--- config.mk ---
export PLATFORM = sky130hd
export DESIGN_NAME = uvmt_cv32e40s_sl_obi_phase_monitor_flat
export DESIGN_NICKNAME = d
export VERILOG_FILES = /design/src/rtl/uvmt_cv32e40s_support_logic_pkg.sv /design/src/rtl/uvmt_cv32e40s_sl_obi_phase_monitor_if.sv /design/src/rtl/uvmt_cv32e40s_sl_obi_outstanding_cnt.sv /design/src/rtl/uvmt_cv32e40s_sl_obi_phase_monitor.sv /design/src/flat_wrapper.sv
export SDC_FILE = /design/constraint.sdc
export NUM_CORES = 1
export LEC_CHECK = 0
export CELL_PAD_IN_SITES_DETAIL_PLACEMENT = 1
export CELL_PAD_IN_SITES_GLOBAL_PLACEMENT = 1
export CORE_MARGIN = 1.5
export CORE_UTILIZATION = 24
export DETAILED_ROUTE_END_ITERATION = 12
export PLACE_DENSITY = 0.76
export RECOVER_POWER = 100
export SLEW_MARGIN = 20
export SYNTH_ARGS = -nofsm -noshare
export SYNTH_HDL_FRONTEND = slang
export SYNTH_SLANG_ARGS = --single-unit
--- constraint.sdc ---
create_clock -name clk_i -period 1.25 [get_ports clk_i]
set_input_delay 0.25 -clock clk_i [delete_from_list [all_inputs] [get_ports clk_i]]
set_output_delay 0.25 -clock clk_i [all_outputs]
set_load 0.1 [all_outputs]
--- src/rtl/uvmt_cv32e40s_support_logic_pkg.sv ---
// Shared support-logic types for the OBI phase monitor.
package uvmt_cv32e40s_support_logic_pkg;

    // Address-phase tracking state: idle, or a request is waiting for its grant.
    typedef enum logic {
        S_IDLE     = 1'b0,
        S_WAIT_GNT = 1'b1
    } obi_addr_ph_state_e;

    // Counter width needed to hold 0..max_outstanding.
    function automatic int cnt_width(input int max_outstanding);
        return $clog2(max_outstanding + 1);
    endfunction

endpackage

--- src/rtl/uvmt_cv32e40s_sl_obi_phase_monitor_if.sv ---
// OBI handshake signals observed by the phase monitor.
interface uvmt_cv32e40s_sl_obi_phase_monitor_if #(
    parameter int XLEN = 1
);
    logic            req;
    logic            gnt;
    logic            rvalid;
    logic [XLEN-1:0] req_attribute_i;

    // Manager side drives the request and its attribute.
    modport master (output req, req_attribute_i, input gnt, rvalid);
    // Subordinate side drives grant and response valid.
    modport slave  (input req, req_attribute_i, output gnt, rvalid);
    // Passive observer.
    modport monitor (input req, gnt, rvalid, req_attribute_i);
endinterface

--- src/rtl/uvmt_cv32e40s_sl_obi_outstanding_cnt.sv ---
// Saturating up/down count of accepted requests awaiting rvalid.
module uvmt_cv32e40s_sl_obi_outstanding_cnt
    import uvmt_cv32e40s_support_logic_pkg::*;
#(
    parameter int MAX_OUTSTANDING = 2
) (
    input  logic                                   clk_i,
    input  logic                                   rst_i,
    input  logic                                   inc_i,
    input  logic                                   rvalid_i,
    output logic [cnt_width(MAX_OUTSTANDING)-1:0]  cnt_o,
    output logic                                   overflow_o,
    output logic                                   underflow_o
);
    localparam int CW = cnt_width(MAX_OUTSTANDING);
    localparam logic [CW-1:0] MAX_CNT = CW'(MAX_OUTSTANDING);

    logic [CW-1:0] cnt_q, cnt_d;
    logic          dec;

    // A response only retires something already outstanding, never this cycle's acceptance.
    assign dec = rvalid_i && (cnt_q != '0);

    // Next count: +1 saturating, -1, or hold when both or neither apply.
    always_comb begin
        cnt_d = cnt_q;
        if (inc_i && !dec) begin
            cnt_d = (cnt_q == MAX_CNT) ? MAX_CNT : cnt_q + CW'(1);
        end else if (dec && !inc_i) begin
            cnt_d = cnt_q - CW'(1);
        end
    end

    // Count register with synchronous reset.
    always_ff @(posedge clk_i) begin
        if (rst_i) cnt_q <= '0;
        else       cnt_q <= cnt_d;
    end

    assign cnt_o       = cnt_q;
    assign underflow_o = rvalid_i && (cnt_q == '0);
    assign overflow_o  = inc_i && !rvalid_i && (cnt_q == MAX_CNT);
endmodule

--- src/rtl/uvmt_cv32e40s_sl_obi_phase_monitor.sv ---
// OBI address/response phase monitor: acceptance strobes, outstanding
// count, and protocol error pulses with a sticky summary.
module uvmt_cv32e40s_sl_obi_phase_monitor
    import uvmt_cv32e40s_support_logic_pkg::*;
#(
    parameter int MAX_OUTSTANDING = 2,
    parameter int XLEN            = 1
) (
    input  logic                                   clk_i,
    input  logic                                   rst_i,
    uvmt_cv32e40s_sl_obi_phase_monitor_if.monitor  bus,
    output logic                                   addr_ph_accept_o,
    output logic                                   resp_ph_accept_o,
    output logic [cnt_width(MAX_OUTSTANDING)-1:0]  outstanding_o,
    output logic                                   err_req_dropped_o,
    output logic                                   err_attr_changed_o,
    output logic                                   err_overflow_o,
    output logic                                   err_underflow_o,
    output logic                                   err_sticky_o
);
    obi_addr_ph_state_e state_q, state_d;
    logic [XLEN-1:0]    held_attr_q;
    logic               err_sticky_q;
    logic               cnt_ovf, cnt_unf;
    logic               any_err;

    // Zero-latency strobes for the downstream attribute FIFO.
    assign addr_ph_accept_o = bus.req && bus.gnt;
    assign resp_ph_accept_o = bus.rvalid;

    assign state_d = (bus.req && !bus.gnt) ? S_WAIT_GNT : S_IDLE;

    uvmt_cv32e40s_sl_obi_outstanding_cnt #(
        .MAX_OUTSTANDING (MAX_OUTSTANDING)
    ) u_cnt (
        .clk_i       (clk_i),
        .rst_i       (rst_i),
        .inc_i       (addr_ph_accept_o),
        .rvalid_i    (bus.rvalid),
        .cnt_o       (outstanding_o),
        .overflow_o  (cnt_ovf),
        .underflow_o (cnt_unf)
    );

    // Protocol checks only apply while a request is stalled; all pulses are masked in reset.
    always_comb begin
        err_req_dropped_o  = 1'b0;
        err_attr_changed_o = 1'b0;
        if (!rst_i && state_q == S_WAIT_GNT) begin
            err_req_dropped_o  = !bus.req;
            err_attr_changed_o = bus.req && (bus.req_attribute_i != held_attr_q);
        end
        err_overflow_o  = !rst_i && cnt_ovf;
        err_underflow_o = !rst_i && cnt_unf;
    end

    assign any_err = err_req_dropped_o | err_attr_changed_o | err_overflow_o | err_underflow_o;

    // Phase FSM, attribute capture on entry to S_WAIT_GNT, and sticky error flag.
    always_ff @(posedge clk_i) begin
        if (rst_i) begin
            state_q      <= S_IDLE;
            held_attr_q  <= '0;
            err_sticky_q <= 1'b0;
        end else begin
            state_q <= state_d;
            if (state_q == S_IDLE && state_d == S_WAIT_GNT) begin
                held_attr_q <= bus.req_attribute_i;
            end
            err_sticky_q <= err_sticky_q | any_err;
        end
    end

    assign err_sticky_o = err_sticky_q;
endmodule

--- src/flat_wrapper.sv ---
// flat-port wrapper written by rule: the top's interface ports become plain ports
module uvmt_cv32e40s_sl_obi_phase_monitor_flat import uvmt_cv32e40s_support_logic_pkg::*;
#(
    parameter int MAX_OUTSTANDING = 2,
    parameter int XLEN            = 1
)
  (clk_i, rst_i, addr_ph_accept_o, resp_ph_accept_o, outstanding_o, err_req_dropped_o, err_attr_changed_o, err_overflow_o, err_underflow_o, err_sticky_o, bus_req, bus_gnt, bus_rvalid, bus_req_attribute_i);
  uvmt_cv32e40s_sl_obi_phase_monitor_if #(.XLEN(XLEN)) bus_i ();
  input  logic clk_i;
  input  logic rst_i;
  output logic addr_ph_accept_o;
  output logic resp_ph_accept_o;
  output logic [cnt_width(MAX_OUTSTANDING)-1:0] outstanding_o;
  output logic err_req_dropped_o;
  output logic err_attr_changed_o;
  output logic err_overflow_o;
  output logic err_underflow_o;
  output logic err_sticky_o;
  input wire logic [$bits(bus_i.req)-1:0] bus_req;
  input wire logic [$bits(bus_i.gnt)-1:0] bus_gnt;
  input wire logic [$bits(bus_i.rvalid)-1:0] bus_rvalid;
  input wire logic [$bits(bus_i.req_attribute_i)-1:0] bus_req_attribute_i;
  assign bus_i.req = bus_req;
  assign bus_i.gnt = bus_gnt;
  assign bus_i.rvalid = bus_rvalid;
  assign bus_i.req_attribute_i = bus_req_attribute_i;
  uvmt_cv32e40s_sl_obi_phase_monitor #(.MAX_OUTSTANDING(MAX_OUTSTANDING), .XLEN(XLEN)) u_core (.clk_i(clk_i), .rst_i(rst_i), .bus(bus_i), .addr_ph_accept_o(addr_ph_accept_o), .resp_ph_accept_o(resp_ph_accept_o), .outstanding_o(outstanding_o), .err_req_dropped_o(err_req_dropped_o), .err_attr_changed_o(err_attr_changed_o), .err_overflow_o(err_overflow_o), .err_underflow_o(err_underflow_o), .err_sticky_o(err_sticky_o));
endmodule
Word level (Yosys, flattened, before mapping)
Cells that the tools add are included.
{"block": "totals", "register_bits": 5, "input_bits": 6, "output_inout_bits": 9, "word_cells": 41}
{"block": "op_classes", "addsub": 2, "n_eq_ne": 2, "muxes": 6, "bitwise_logic": 5, "n_reduce_logical": 22}
{"cell": "$logic_and 1x1->1", "n": 13}
{"cell": "$logic_not 1->1", "n": 6}
{"cell": "$mux 2", "n": 3}
{"cell": "$or 1x1->1", "n": 4}
{"cell": "$reduce_bool 2->1", "n": 2}
{"cell": "$mux 1", "n": 3}
{"cell": "$add 2x1->2 const B", "n": 1}
{"cell": "$eq 2x2->1 const B", "n": 1}
{"cell": "$logic_not 2->1", "n": 1}
{"cell": "$sub 2x1->2 const B", "n": 1}
{"cell": "$ne 1x1->1", "n": 1}
{"cell": "$not 1->1", "n": 1}

Depth between registers and ports, before layout
{"block": "depth", "depth_word": 7, "mapped_depth": 7, "ltp_nobuf": 7}

Cells and area by module
A second synthesis with hierarchy kept.
{"block": "hier_totals", "hier_cells": 37, "hier_area_um2": 331.6}
{"mod": "uvmt_cv32e40s_sl_obi_phase_monitor", "instances": 1, "cells_per_inst": 18, "area_per_inst_um2": 166.4, "seq_area_each_um2": 60.1}
{"mod": "uvmt_cv32e40s_sl_obi_outstanding_cnt", "instances": 1, "cells_per_inst": 19, "area_per_inst_um2": 165.2, "seq_area_each_um2": 40.0}

Least setup slack after synthesis
Ideal clock, no wire load.
{"block": "synth_path", "path_kind": "flip-flop to output port", "from": "register u_core.u_cnt.cnt_q[0] (netlist: u_core.u_cnt.cnt_o[0])", "to": "output err_underflow_o", "arrival_ps": 2394, "t_required_ps": 1000, "setup_slack_ps": -1394, "path_stages_with_launch": 5, "n_path_buf": 0, "cell_sequence": "dfxtp_1 -> inv_1 -> ha_1 -> nand2_1 -> nor2_1"}
{"block": "synth_between", "elab_chain_len": 3}
{"element": "start, declared", "line_no": "uvmt_cv32e40s_sl_obi_outstanding_cnt.sv:18", "rtl": "logic [CW-1:0] cnt_q, cnt_d;"}
{"element": "start signal, assigned", "line_no": "uvmt_cv32e40s_sl_obi_outstanding_cnt.sv:37", "rtl": "else cnt_q <= cnt_d;"}
{"element": "$logic_not 2->1", "line_no": "uvmt_cv32e40s_sl_obi_outstanding_cnt.sv:41", "rtl": "assign underflow_o = rvalid_i && (cnt_q == '0);"}
{"element": "$logic_and 1x1->1", "line_no": "uvmt_cv32e40s_sl_obi_outstanding_cnt.sv:41"}
{"element": "$logic_and 1x1->1", "line_no": "uvmt_cv32e40s_sl_obi_phase_monitor.sv:54", "rtl": "err_underflow_o = !rst_i && cnt_unf;"}
{"element": "end, declared", "line_no": "flat_wrapper.sv:17", "rtl": "output logic err_underflow_o;"}
Every way passes these cells.

Final worst setup path
{"block": "layout_path", "from": "register u_core.u_cnt.cnt_q[0] (netlist: u_core.u_cnt.cnt_o[0])", "to": "output err_overflow_o"}
{"block": "layout_between", "elab_chain_len": 3}
{"element": "$eq 2x2->1", "line_no": "uvmt_cv32e40s_sl_obi_outstanding_cnt.sv:42", "rtl": "assign overflow_o = inc_i && !rvalid_i && (cnt_q == MAX_CNT);"}
{"element": "$logic_and 1x1->1", "line_no": "uvmt_cv32e40s_sl_obi_outstanding_cnt.sv:42"}
{"element": "$logic_and 1x1->1", "line_no": "uvmt_cv32e40s_sl_obi_phase_monitor.sv:53", "rtl": "err_overflow_o = !rst_i && cnt_ovf;"}
{"element": "end, declared", "line_no": "flat_wrapper.sv:16", "rtl": "output logic err_overflow_o;"}
Every way passes these cells.

==> results.md <==
- Worst Path Max Fanout: 2
- Maxcap violations: 0
- CP arrival: 1410 ps
- Post-layout net count: 80
- H-tree depth: 1
- Syn Nets: 45
- Failing checks: setup timing
- RSZ-0062 raised after global routing: true
- Mapped cell area: 322 sq um
- Antenna Nets Post-Route: 0
- DR pass1 iterations: 3
- Comb power frac: 0.644
- Worst Tran Pin Value: 373 ps
- Root Buffer Master: clkbuf_4
- Hold_buf cts: 0
- Reg area: 110 sq um
- Net Sw Frac: 0.469
- Place WS: -585 ps
- Area after DPL: 732 sq um
- Number of synthesized register bits: 5
- Tot GR Track Use: 0.213
- Top_reg_cell synth: dfxtp_1
- Status: finished, violations left
- Post-Layout Cell Count: 84
- Setup TNS: -1310 ps
- Reg2reg setup slack: -150 ps
- I/O pin cnt: 15
- Worst R2R Path Depth: 6
- Post-route DRC: 0
- Global-route wire length before repair: 1950 um
- Peak supply drop: 1460 uV
- Die Ht: 39.6 um
- Layout cell share with drive strength beyond 1: 0.739
- Final Critical Period: 1660 ps
- Hold crit path type: input pin to flop
- Total routed wirelength: 1470 um
- Core area: 1270 sq um
- Most frequent cells in the layout: 14 x buf_4, 7 x buf_12, 5 x buf_6, 3 x clkbuf_4
- Total grt overflow: 0
- Fmax: 601 MHz
- Slew margin rel.: 0.751
- Largest net degree at the start of global routing: 6
- Critical path type: flop to output port
- Slew Limit Fails: 0
- Setup WS post-layout: -414 ps
- CTS Sinks: 5
- Startpoint types: flop
- Final instance area: 808 sq um
- Clk_skew: 1.00 ps
- Internal power: 668 uW
- DR vias/cell: 4.69
- Post-synth cell types: 17
- Die W: 39.6 um
- Net switching power: 591 uW
- Clock Power Share: 0.175
- End point of the critical path: err_overflow_o
- Via count: 394
- Die area: 1570 sq um
- CTS tree: done
- I/O Buffers: 14
- Clk buf depth: 2
- CP endpoint kind: output port
- Routed len/inst: 17.5 um
- Post-DP HPWL: 853 um
- Fill count: 131
- Ys async rst share: 0
- Leakage power: 0.350 nW
- PD cells: 1560 nW/um^2
- Most common cell after layout, fill and taps aside: buf_4
- P&R area growth vs syn: 151%
- Synthesis Warnings: 0
- Initial antenna violation count: 0
- Floorplan row count: 13
- Period utilisation layout: 1.33
- Setup-failing EPs final: 6
- EDFF count, synth: 0
- Sequential Power Share: 0.181
- Seq/Total Area, Yosys: 0.311
- Dpl cells: 75
- Worst Path Required: 1000 ps
- Synthesized instance count: 35
- Area occupied by multi-input gates: 280 sq um
- Worst skew pair latency: 260 ps
- Syn Area/Cell: 9.19 sq um
- Crit. Startpoint: u_core.u_cnt.cnt_o[0]
- CTS Buf Count: 3
- Initial core utilization: 0.253
- Reg clk slew, reported paths: 60 ps
- Worst r2r src: u_core.u_cnt.cnt_o[0]
- Routability Congestion: 0.719
- FF-to-FF End: u_core.u_cnt.cnt_o[1]
- Vias in the first global route: 429
- ANT cells: 0
- Final hold violation count: 0
- Detailed Route Iter0 Violations: 6
==> flip-flops by register name, indices dropped and copies added, names as in the netlist <==
register,count
u_core.err_sticky_o,1
u_core.held_attr_q,1
u_core.state_q,1
u_core.u_cnt.cnt_o,2
==> power groups by stage <==
stage | Sequential, mW | Combinational [mW] | Clock [mW]
global placement | 0.225 | 0.768 | 0
CTS | 0.226 | 0.818 | 0.208
detailed placement | 0.227 | 0.783 | 0
global route | 0.231 | 0.850 | 0.239
floorplan | 0.406 | 0.262 | 0
finish | 0.228 | 0.810 | 0.220
==> cell families after synthesis <==
kind of cell | Yosys count | share of synthesized area
compound gates | 4 | 0.0895
flops | 5 | 0.311
xor+xnor | 2 | 0.0545
mux | 2 | 0.0623
fa+ha+maj | 4 | 0.156
buf+inv | 5 | 0.0700
simple gates | 13 | 0.257
==> final cells by class <==
class / instances / share of cell area
Clock buffer: 4 / 0.0325
Inverter: 4 / 0.0310
Multi-Input combinational cell: 25 / 0.347
Sequential cell: 5 / 0.136
Tap cell: 15 / 0.0232
Timing Repair Buffer: 31 / 0.430
==> stage by stage <==
stage | power (mW) | hold WS, ps | utilization
final | 1.26 | 390 | 0.637
after global routing | 1.32 | 391 | 0.637
after CTS | 1.25 | 455 | 0.652
after detailed placement | 1.01 | 533 | 0.577
after global placement | 0.993 | 511 | 0.577
after floorplan | 0.667 | 313 | -
==> timing repair <==
item | in CTS | in global routing
resized for setup | 15 | 7
pin swaps | 5 | 3
hold endpoints to repair | 0 | 0
setup buffers | 5 | 1
endpoints found under the setup margin | 9 | 9
==> metal layers <==
layer / part of all wire / wire (um) / track usage / up-vias
met3: 0.030 / 44 / 0.0170 / 5
met4: 0.030 / 44 / 0.181 / 0
met1: 0.38 / 557 / 0.205 / 192
li1: - / - / - / 184
met5: 0 / 0 / 0 / -
met2: 0.56 / 824 / 0.398 / 13
==> synth_stat cells (2+ instances only) <==
cell type,number,area share
nor2b_1,2,0.039
dfxtp_1,5,0.31
ha_1,4,0.16
mux2i_1,2,0.062
a211oi_1,3,0.070
inv_1,4,0.047
nor2_1,4,0.047
nor3b_2,2,0.078
==> how the worst min path moves through the flow <==
stage	from	endpoint	slack, ps	cells past startpoint
floorplan	rst_i	u_core.u_cnt.cnt_o[1]	310	1
global route	bus_gnt	u_core.state_q	390	3
finish	bus_gnt	u_core.state_q	390	3
detailed placement	u_core.held_attr_q	u_core.held_attr_q	530	2
global placement	u_core.held_attr_q	u_core.held_attr_q	510	2
CTS	rst_i	u_core.err_sticky_o	460	3
==> worst max-delay path: stages (launching register included) <==
cell and delay [ps]:
dfxtp_4 350, inv_4 40, buf_12 110, ha_4 140, nand4b_1 180, clkinvlp_4 150
buf_12 180
(Power assumes the default switching activity.)
